**src/rtl/mult_accumulator_pkg.sv**
```systemverilog
// Shared types and width helpers for the multiply-accumulate stage.
package mult_pkg;

  typedef enum logic [0:0] {
    ACCUM = 1'b0,
    DONE  = 1'b1
  } state_e;

  // The accumulator gets clog2(M) guard bits above the 2*N product.
  // M*(2^N-1)^2 therefore cannot overflow.
  function automatic int acc_width(input int n, input int m);
    return 2 * n + $clog2(m);
  endfunction

  function automatic int cnt_width(input int m);
    return $clog2(m) + 1;
  endfunction

endpackage

```
**src/rtl/mult_accumulator.sv**
```systemverilog
// Sums up to M product terms into a wide accumulator.
// Presents each dot-product result on a registered valid/ready output.
module mult_accumulator
  import mult_pkg::*;
#(
  parameter  int N     = 4,
  parameter  int M     = 4,
  localparam int ACC_W = acc_width(N, M),
  localparam int CNT_W = cnt_width(M)
) (
  input  logic             clk,
  input  logic             rst,
  input  logic [2*N-1:0]   p,
  input  logic             in_valid,
  input  logic             in_last,
  output logic             in_ready,
  input  logic             clr,
  output logic [ACC_W-1:0] out_sum,
  output logic [CNT_W-1:0] out_terms,
  output logic             out_valid,
  input  logic             out_ready
);

  // Handshakes: a transfer happens on a rising edge where valid and ready are
  // both high. in_ready is high only in ACCUM, out_valid only in DONE. So
  // input and output never overlap, and at most one result is in flight.

  state_e           state;
  logic [ACC_W-1:0] acc;
  logic [CNT_W-1:0] count;

  logic             fire;
  logic             final_term;
  logic [ACC_W-1:0] sum_next;

  assign in_ready   = (state == ACCUM);
  assign out_valid  = (state == DONE);
  assign fire       = in_valid & in_ready;
  assign final_term = in_last | (count == CNT_W'(M - 1));
  assign sum_next   = acc + ACC_W'(p);

  always_ff @(posedge clk or posedge rst) begin
    if (rst) begin
      state     <= ACCUM;
      acc       <= '0;
      count     <= '0;
      out_sum   <= '0;
      out_terms <= '0;
    end else if (clr) begin
      // Abort: discards a partial sum, a colliding term, or a pending result
      state <= ACCUM;
      acc   <= '0;
      count <= '0;
    end else begin
      case (state)
        ACCUM: begin
          if (fire) begin
            if (final_term) begin
              out_sum   <= sum_next;
              out_terms <= count + CNT_W'(1);
              acc       <= '0;
              count     <= '0;
              state     <= DONE;
            end else begin
              acc   <= sum_next;
              count <= count + CNT_W'(1);
            end
          end
        end
        DONE: begin
          if (out_ready) state <= ACCUM;
        end
        default: state <= ACCUM;
      endcase
    end
  end

endmodule
```
**config.mk**
```make
export PLATFORM = sky130hd
export DESIGN_NAME = mult_accumulator
export DESIGN_NICKNAME = d
export VERILOG_FILES = /design/src/rtl/mult_accumulator_pkg.sv /design/src/rtl/mult_accumulator.sv
export SDC_FILE = /design/constraint.sdc
export NUM_CORES = 1
export LEC_CHECK = 0
export BUFFER_PORTS_ARGS = -buffer_cell sky130_fd_sc_hd__buf_2
export CAP_MARGIN = 20
export CELL_PAD_IN_SITES_DETAIL_PLACEMENT = 1
export CELL_PAD_IN_SITES_GLOBAL_PLACEMENT = 1
export CORE_MARGIN = 1.5
export CORE_UTILIZATION = 42
export CTS_CLUSTER_DIAMETER = 80
export DETAILED_ROUTE_END_ITERATION = 10
export PLACE_DENSITY = 0.81
export SLEW_MARGIN = 30
export SYNTH_ARGS = -nofsm -noshare
export SYNTH_HDL_FRONTEND = slang
export SYNTH_SLANG_ARGS = --single-unit
```
**constraint.sdc**
```tcl
create_clock -name clk -period 2.6 [get_ports clk]
set_clock_uncertainty 0.05 [all_clocks]
set_input_delay 0.26 -clock clk [delete_from_list [all_inputs] [get_ports clk]]
set_output_delay 0.26 -clock clk [all_outputs]
set_load 0.005 [all_outputs]
```
==> results of run 1 <==
[kinds of logic (layout without fill, tap and decap cells)]
logic type | after synthesis | after routing | share of synthesized area [%]
buffers and inverters | 12 | 45 | 3.151
multiplexers | 4 | 4 | 2.985
AND/OR/NAND/NOR | 45 | 45 | 15.67
AO/OA/AOI/OAI | 46 | 46 | 21.48
adder cells (fa/ha/maj) | 11 | 11 | 9.619
XOR/XNOR | 4 | 4 | 2.322
flip-flops | 27 | 27 | 44.78
[worst max-delay path by stage]
stage | start | slack (ns) | endpoint | cells after the start
after floorplan | count[0]$_DFFE_PP0P_ | 0.67 | acc[9]$_DFFE_PP0P_ | 6
after global placement | count[0]$_DFFE_PP0P_ | 0.58 | acc[9]$_DFFE_PP0P_ | 6
after detailed placement | count[0]$_DFFE_PP0P_ | 0.52 | acc[9]$_DFFE_PP0P_ | 6
after CTS | count[0]$_DFFE_PP0P_ | 0.48 | acc[9]$_DFFE_PP0P_ | 6
after global routing | count[0]$_DFFE_PP0P_ | 0.38 | acc[9]$_DFFE_PP0P_ | 6
final | count[0]$_DFFE_PP0P_ | 0.50 | acc[9]$_DFFE_PP0P_ | 6
[critical path: stages, from the launching register on]
cell     delay [ns]
dfrtp_1        0.43
ha_1           0.22
ha_1           0.19
or2_2          0.37
or2_4          0.30
o32a_1         0.37
o21ai_2        0.10
[area by class of cell]
type	count	share of cell area [%]
clock buffers	3	1.278
repair buffers	34	10.65
flip-flops and latches	27	38.33
multi-input cells	110	44.57
inverters	7	1.490
clock inverters	1	0.4258
well taps	46	3.265
[per-stage QoR]
stage                     hold slack, ns  instance area, um2  instances
after detailed placement          0.2999                1723        223
after CTS                        0.01853                1763        228
after floorplan                   0.2627                1509        149
final                            0.02659                1763        228
after global placement            0.2824                1723        223
after global routing             0.01825                1763        228
[cell usage after synthesis (all sizes together)]
cell and number:
o32a 1, a31o 2, o21ai 11, nor4 3
ha 10, a211oi 3, nor2 6, or2 2
nor2b 1, inv 7, a31oi 1, clkbuf 4
fa 1, nand2 17, a22o 6, a32oi 1
and3 1, nand4 3, o211ai 4, and2 2
buf 1, nand3 3, dfrtp 27, nor3 1
xor2 1, o31ai 1, a21o 3, or4 2
a32o 1, o22ai 1, a21oi 6, o21a 2
mux2 4, a211o 2, nand2b 2, or3 1
or3b 1, a221oi 1, xnor2 3
[routing by layer]
| metal | share of wire (%) | track usage, % |
|---|---|---|
| met1 | 44 | 26.44 |
| met2 | 50 | 36.30 |
| met3 | 4.0 | 3.243 |
| met4 | 1.3 | 4.722 |
| met5 | 0 | 0 |
[power by group through the flow]
| stage | logic (uW) | clock network (uW) | registers (uW) |
|---|---|---|---|
| CTS | 262 | 199 | 518 |
| floorplan | 150 | 0 | 526 |
| detailed placement | 259 | 0 | 526 |
| finish | 259 | 192 | 517 |
| global route | 291 | 213 | 527 |
| global placement | 249 | 0 | 521 |
[flip-flops by register name, summed over array words and instances, names as in the netlist]
signal	flops
acc	10
count	3
out_sum	10
out_terms	3
out_valid	1
==> results.md, run 1 <==
- Sequential cells account for 53.4% of the total power.
- The cell area that synthesis handed to floorplanning was 1509 um2.
- In this run the most critical hold path is launched from out_ready.
- Dividing the detail-routed wire length by the instance count gives roughly 17 um.
- Counting I/O delays and the setup requirement, the final critical path takes 2.100 ns.
- Relative to the synthesized area, the layout overhead comes to 16.83%.
- The clock network accounts for between 10% and 20% of the total power.
- The mean post-synth cell area is between 10 and 15 um2.
- The critical path is of the flip-flop to flip-flop type.
- Headroom to the max-slew limit came out at 37.57%.
- The final route contains around 1.3k vias.
- Port buffering added 28 buffers.
- Once the floorplan was initialized, standard cells occupied approximately 45% of the core.
- The clock insertion delay at the later pin of the skew report is 0.34 ns.
- The worst reg-to-reg path cell count is 6.
- The number of buffers created by CTS is 3.
- The total I/O pin count is 29.
- The slack of the worst reg-to-reg path is between 0.4 and 0.5 ns.
- The netlist uses 45 different library cells.
- Summed over all layers, the global routing overflow is 0.
- At the end of the flow the core is filled with cells to 52.01%.
- The detailed router finished its first iteration with 35 violations.
- The endpoint identified for the worst register-to-register timing path is acc[9]$_DFFE_PP0P_.
- Cells with a size suffix above 1 make up 26.37% of the layout.
- The internal power consumption is between 600 and 700 uW.
- The final number of setup-violating endpoints is 0.
- 0 antenna diodes ended up in the layout.
- The overall routing resource usage is between 20% and 30%.
- The most common cell after layout, fill and taps aside is buf_2.
- The analysis attributes to net switching a power of 305.3 uW.
- The arrival time at the worst endpoint is 2.33 ns.
- After detailed routing, the number of remaining DRC violations is 0.
- The global-route wire length before repair is 6444 um.
- The area of all sequential standard cells is 675.6 um2.
- The clock-pin slew of the registers on the worst-case setup and hold paths is around 0.16 ns.
- The completed layout was analyzed and its total power is just under 1000 uW.
- Net switching is around a third of the power.
- The clock passes through at most 2 buffers.
- Per report_power, the combinational group accounts for a little over a quarter of the total.
- The first-pass iteration count of the detailed router is 4.
- The critical path capture point type is a flip-flop.
- The minimum setup slack after placement is 0.5247 ns.
- The ratio of final minimum period to clock period is 80.78%.
- The total of max-cap violations is 0.
- The largest area contributor in the netlist is dfrtp_1.
- Synthesis produced around 150 cells.
- For the worst setup path, the data required time is around 2.8 ns.
- The final layout contains 208 nets.
- The clock root buffer master is clkbuf_4.
- The placed wire-length estimate is 2878 um.
- The worst setup margin is 0.4997 ns.
- After clock tree synthesis, the flow added hold-fix buffers numbering 1.
- The number of routed nets with antenna violations is 0.
- In the final timing run, aggregate negative setup slack is 0 ns.
- The buffers inserted during post-CTS setup optimization is 0.
- The maximum vdd ir drop is about 280 uV.
- Measured along the x axis, the die boundary spans roughly 63 um.
- After filler insertion, the fill cell instance count of the layout stands at 384.
- Summed over all cells, the static leakage comes to approximately 0.00086 uW.
- The pin count of the biggest net entering global routing is 28.
- The area of the multi-input gates is 785.8 um2.
- The die covers 3961 um2.
- TritonCTS built the clock tree.
- Counting instances, the worst hold path has a depth of 2.
- The capture endpoint of the worst hold path is out_valid$_DFF_PP0_.
- The run finished with clean final reports.
- In this run the worst path has a maximum fanout of 5.
- The number of vias per cell is 5.614.
- The number of nets in the synthesized netlist is 174.
- The total of cells resized after clock tree synthesis is 0.
- At the pin with the least slew margin, the transition time is 0.9330 ns.
- During synthesis, Yosys emitted a total of 0 warnings.
- The final number of max-transition violations is 0.
- Setup repair after global routing left no endpoint under its margin.
- In this run, synthesis produced a sequential element count of 27.
- Leaving out fill and tap cells, the most frequent cells in the layout are 28 x buf_2, 27 x dfrtp_1, 17 x nand2_1, 10 x o21ai_0, 10 x ha_1.
- After floorplanning, the core was divided into 21 placement rows.
- Sorting the synthesized cells by area gives the leading types as dfrtp_1 45%, ha_1 8.3%, nand2_1 4.2%.
- The CTS sink count is 27.
- For this design the ratio of total power to cell area is 549.2 nW/um2.
- The area share of the largest cell type after synthesis is 44.78%.
- The die is around 63 um tall.
- The origin of the critical flop-to-flop path is count[0]$_DFFE_PP0P_.
- The top achievable clock speed is 0.4761 GHz.
- The floorplan step defined a core boundary enclosing around 3400 um2.
- The total number of H-tree levels is 1.
- The number of failing hold endpoints at the final stage is 0.
- The worst setup path is launched from a flip-flop.
- The share of the yosys chip area belonging to registers is 44.78%.
- The min-delay analysis places its worst path in the category primary input to flip-flop.
- Wires add up to 3762 um.
- The number of antenna violations at the first check in global routing is 0.
- The number of global-route vias before repair is 1334.
- The weighted congestion reported at the end of routability-driven placement is 0.8175.
(Power assumes the default switching activity.)
==> run 2: changes to the inputs <==
clock period = 2.1 ns   (was 2.6 ns; I/O delays follow)
==> run 2 against run 1 <==
Against the previous run: via count grew 2.8%; utilization grew 1.3 points; combinational power is 30% higher; critical path type unchanged.
==> results.md, run 2 (same netlist as run 1, synthesis figures left out) <==
- In this run the remaining antenna-violating nets after routing total 0.
- Setup repair after global routing left no endpoint under its margin.
- The worst hold path begins at clr.
- In the routed design, unresolved DRC markers number 0.
- The largest registers in the layout are acc x10, out_sum x10.
- The clock drives 27 sinks.
- For the pin with the worst max-slew slack, the measured transition is 0.3987 ns.
- The TritonCTS clock tree is done.
- The overall routing resource usage is 21.45%.
- In the final design database the tool counted between 200 and 250 nets.
- The capture endpoint of the worst hold path is out_valid$_DFF_PP0_.
- After clock tree synthesis, the clock-pin slew on the worst setup and hold paths is roughly 0.15 ns.
- Leaving out filler cells and counting taps, the final layout contains 232.
- The final total power is 1212 uW.
- The number of failing hold endpoints at the final stage came to 0.
- The capture instance of the worst register-to-register path is acc[8]$_DFFE_PP0P_.
- The routed design has around 3900 um of wire.
- Entering global routing, the biggest net connects 28 pins.
- The flow ran to the end, and the final reports show no timing, DRC or antenna violations.
- Data on the critical path arrives at its endpoint at between 2 and 2.5 ns.
- The global-route wire length before repair is between 6000 and 7000 um.
- The number of antenna violations at the first check in global routing was 0.
- The setup check on the worst reg-to-reg path leaves a slack of 0.08 ns.
- The maximum vdd ir drop is 401.4 uV.
- At the end of routability-driven placement, the weighted congestion stood at around 0.84.
- Including well taps, the total number of placed cells is between 200 and 250.
- Row generation in the floorplan step produced 21 rows.
- STA classifies the critical path startpoint as a flip-flop.
- The first-pass iteration count of the detailed router is 4.
- The tool flagged a number of max-cap violations equal to 0.
- Measured in cells, the most critical reg-to-reg path has a length of 7.
- The tightest min-delay check is of the primary input to flip-flop type.
- In this run, the number of DRC markers left after iteration 0 of detailed routing was 43.
- The placed wire-length estimate is 2926 um.
- The top achievable clock speed is 0.4954 GHz.
- The final number of max-transition violations is 0.
- After filler insertion, the fill cell instance count of the layout stands at 400.
- STA classifies the critical path endpoint as a flip-flop.
- The total I/O pin count is 29.
- Data on the critical path is required at its endpoint by about 2.3 ns.
- The library cells used most frequently in the layout, excluding fill and tap cells, are 28 x buf_2, 27 x dfrtp_1, 17 x nand2_1, 10 x o21ai_0, 9 x ha_1.
- Counting I/O delays and the setup requirement, the final critical path takes 2.018 ns.
- The die is 62.94 um wide.
- The power density relative to cell area is 670.6 nW/um2.
- The die covers 3961 um2.
- Summing all multi-input logic gate instances after layout gives ~800 um2.
- In this run the worst path has a maximum fanout of 4.
- In this run the critical register-to-register path is launched from acc[0]$_DFFE_PP0P_.
- Port buffering added 28 buffers.
- The leakage component of the power is 0.0008889 uW.
- The critical path in this run is classified as flip-flop to flip-flop.
- The average routed wire per standard cell is about 17 um.
- The final-layout setup total negative slack is 0 ns.
- In this run the standard cell core region covers 3390 um2.
- The final antenna diode count is 0.
- The final number of setup-violating endpoints is 0.
- The worst pin sits at a relative slew slack of 73.30%.
- The clock insertion delay at the later pin of the skew report is 0.34 ns.
- The final route contains 1316 vias.
- Clock tree synthesis inserted a total of 3 buffers.
- Counting instances, the worst hold path has a depth of 2.
- In this run the vertical extent of the chip is 62.94 um.
- Before CTS, the worst setup slack after placement is 0.01387 ns.
- The area of all sequential standard cells is 675.6 um2.
- Once the floorplan was initialized, standard cells occupied 44.52% of the core.
- The maximum buffer depth of the clock tree is 2.
- The final hold slack is 0.05075 ns.
- The clock root buffer master is clkbuf_4.
- Leaving out fill and tap cells, the most frequent cell in the layout is buf_2.
- Relative to the synthesized area, the layout overhead comes to 19.82%.
- The worst setup margin is just over 0.08 ns.
- The total number of H-tree levels is 1.
- The number of global-route vias before repair was 1419.
- After layout, the worst path uses 96.11% of the clock period.
- The fraction of layout cells with a size suffix above 1 is 29.03%.
- Using the TritonRoute via totals, the vias-per-cell ratio works out to 5.672.
- The global-route congestion overflow total is 0.
## run 2: cell count changes in the layout (fill, tap and decap cells not counted), sizes merged
cell	change
clkinvlp	-1
clkinv	+1
buf	+3
dlygate4sd3	+1
## run 2: per-stage QoR
stage	instance area, um2	utilization, %
after global routing	1808	53.34
after global placement	1730	51.05
after CTS	1790	52.82
after detailed placement	1730	51.05
after floorplan	1509	-
final	1808	53.34
## run 2: layer usage
layer | vias to the layer above | wire length [um] | track usage [%]
met1 | 645 | 1741 | 27.23
met5 | - | 0 | 0
met2 | 37 | 1974 | 37.77
met3 | 6 | 122 | 2.703
met4 | 0 | 55 | 6.667
li1 | 628 | - | -
## run 2: layout make-up
cell class | instances | share of cell area [%]
inverters | 7 | 1.453
clock inverters | 1 | 0.2768
repair buffers | 38 | 12.18
well taps | 46 | 3.183
flip-flops and latches | 27 | 37.37
clock buffers | 3 | 1.246
multi-input cells | 110 | 44.29
## run 2: report_power, final
| group | internal, uW | switching, uW |
|---|---|---|
| logic | 160 | 176 |
| clock network | 71.9 | 165 |
| registers | 595 | 44.7 |
| total | 827 | 385 |
## run 2: timing repair
action,in CTS,in global routing
buffers inserted,0,2
resized for setup,2,1
hold endpoints to repair,28,0
hold buffers,2,0
setup endpoints to repair,2,2
gates cloned,0,0
## run 2: worst max-delay path by stage
stage / start / endpoint
after detailed placement: acc[0]$_DFFE_PP0P_ / acc[6]$_DFFE_PP0P_
after floorplan: count[0]$_DFFE_PP0P_ / acc[9]$_DFFE_PP0P_
after global routing: acc[4]$_DFFE_PP0P_ / out_sum[7]$_DFFE_PP0P_
after CTS: acc[0]$_DFFE_PP0P_ / acc[8]$_DFFE_PP0P_
final: acc[0]$_DFFE_PP0P_ / acc[8]$_DFFE_PP0P_
after global placement: count[0]$_DFFE_PP0P_ / acc[9]$_DFFE_PP0P_
## run 2: worst max-delay path: stages (launching register included)
cell and delay, ns:
dfrtp_1 0.38, ha_2 0.20, inv_1 0.06, fa_1 0.41
nand2b_4 0.17, a211o_1 0.31, a31o_2 0.25, o21a_1 0.10
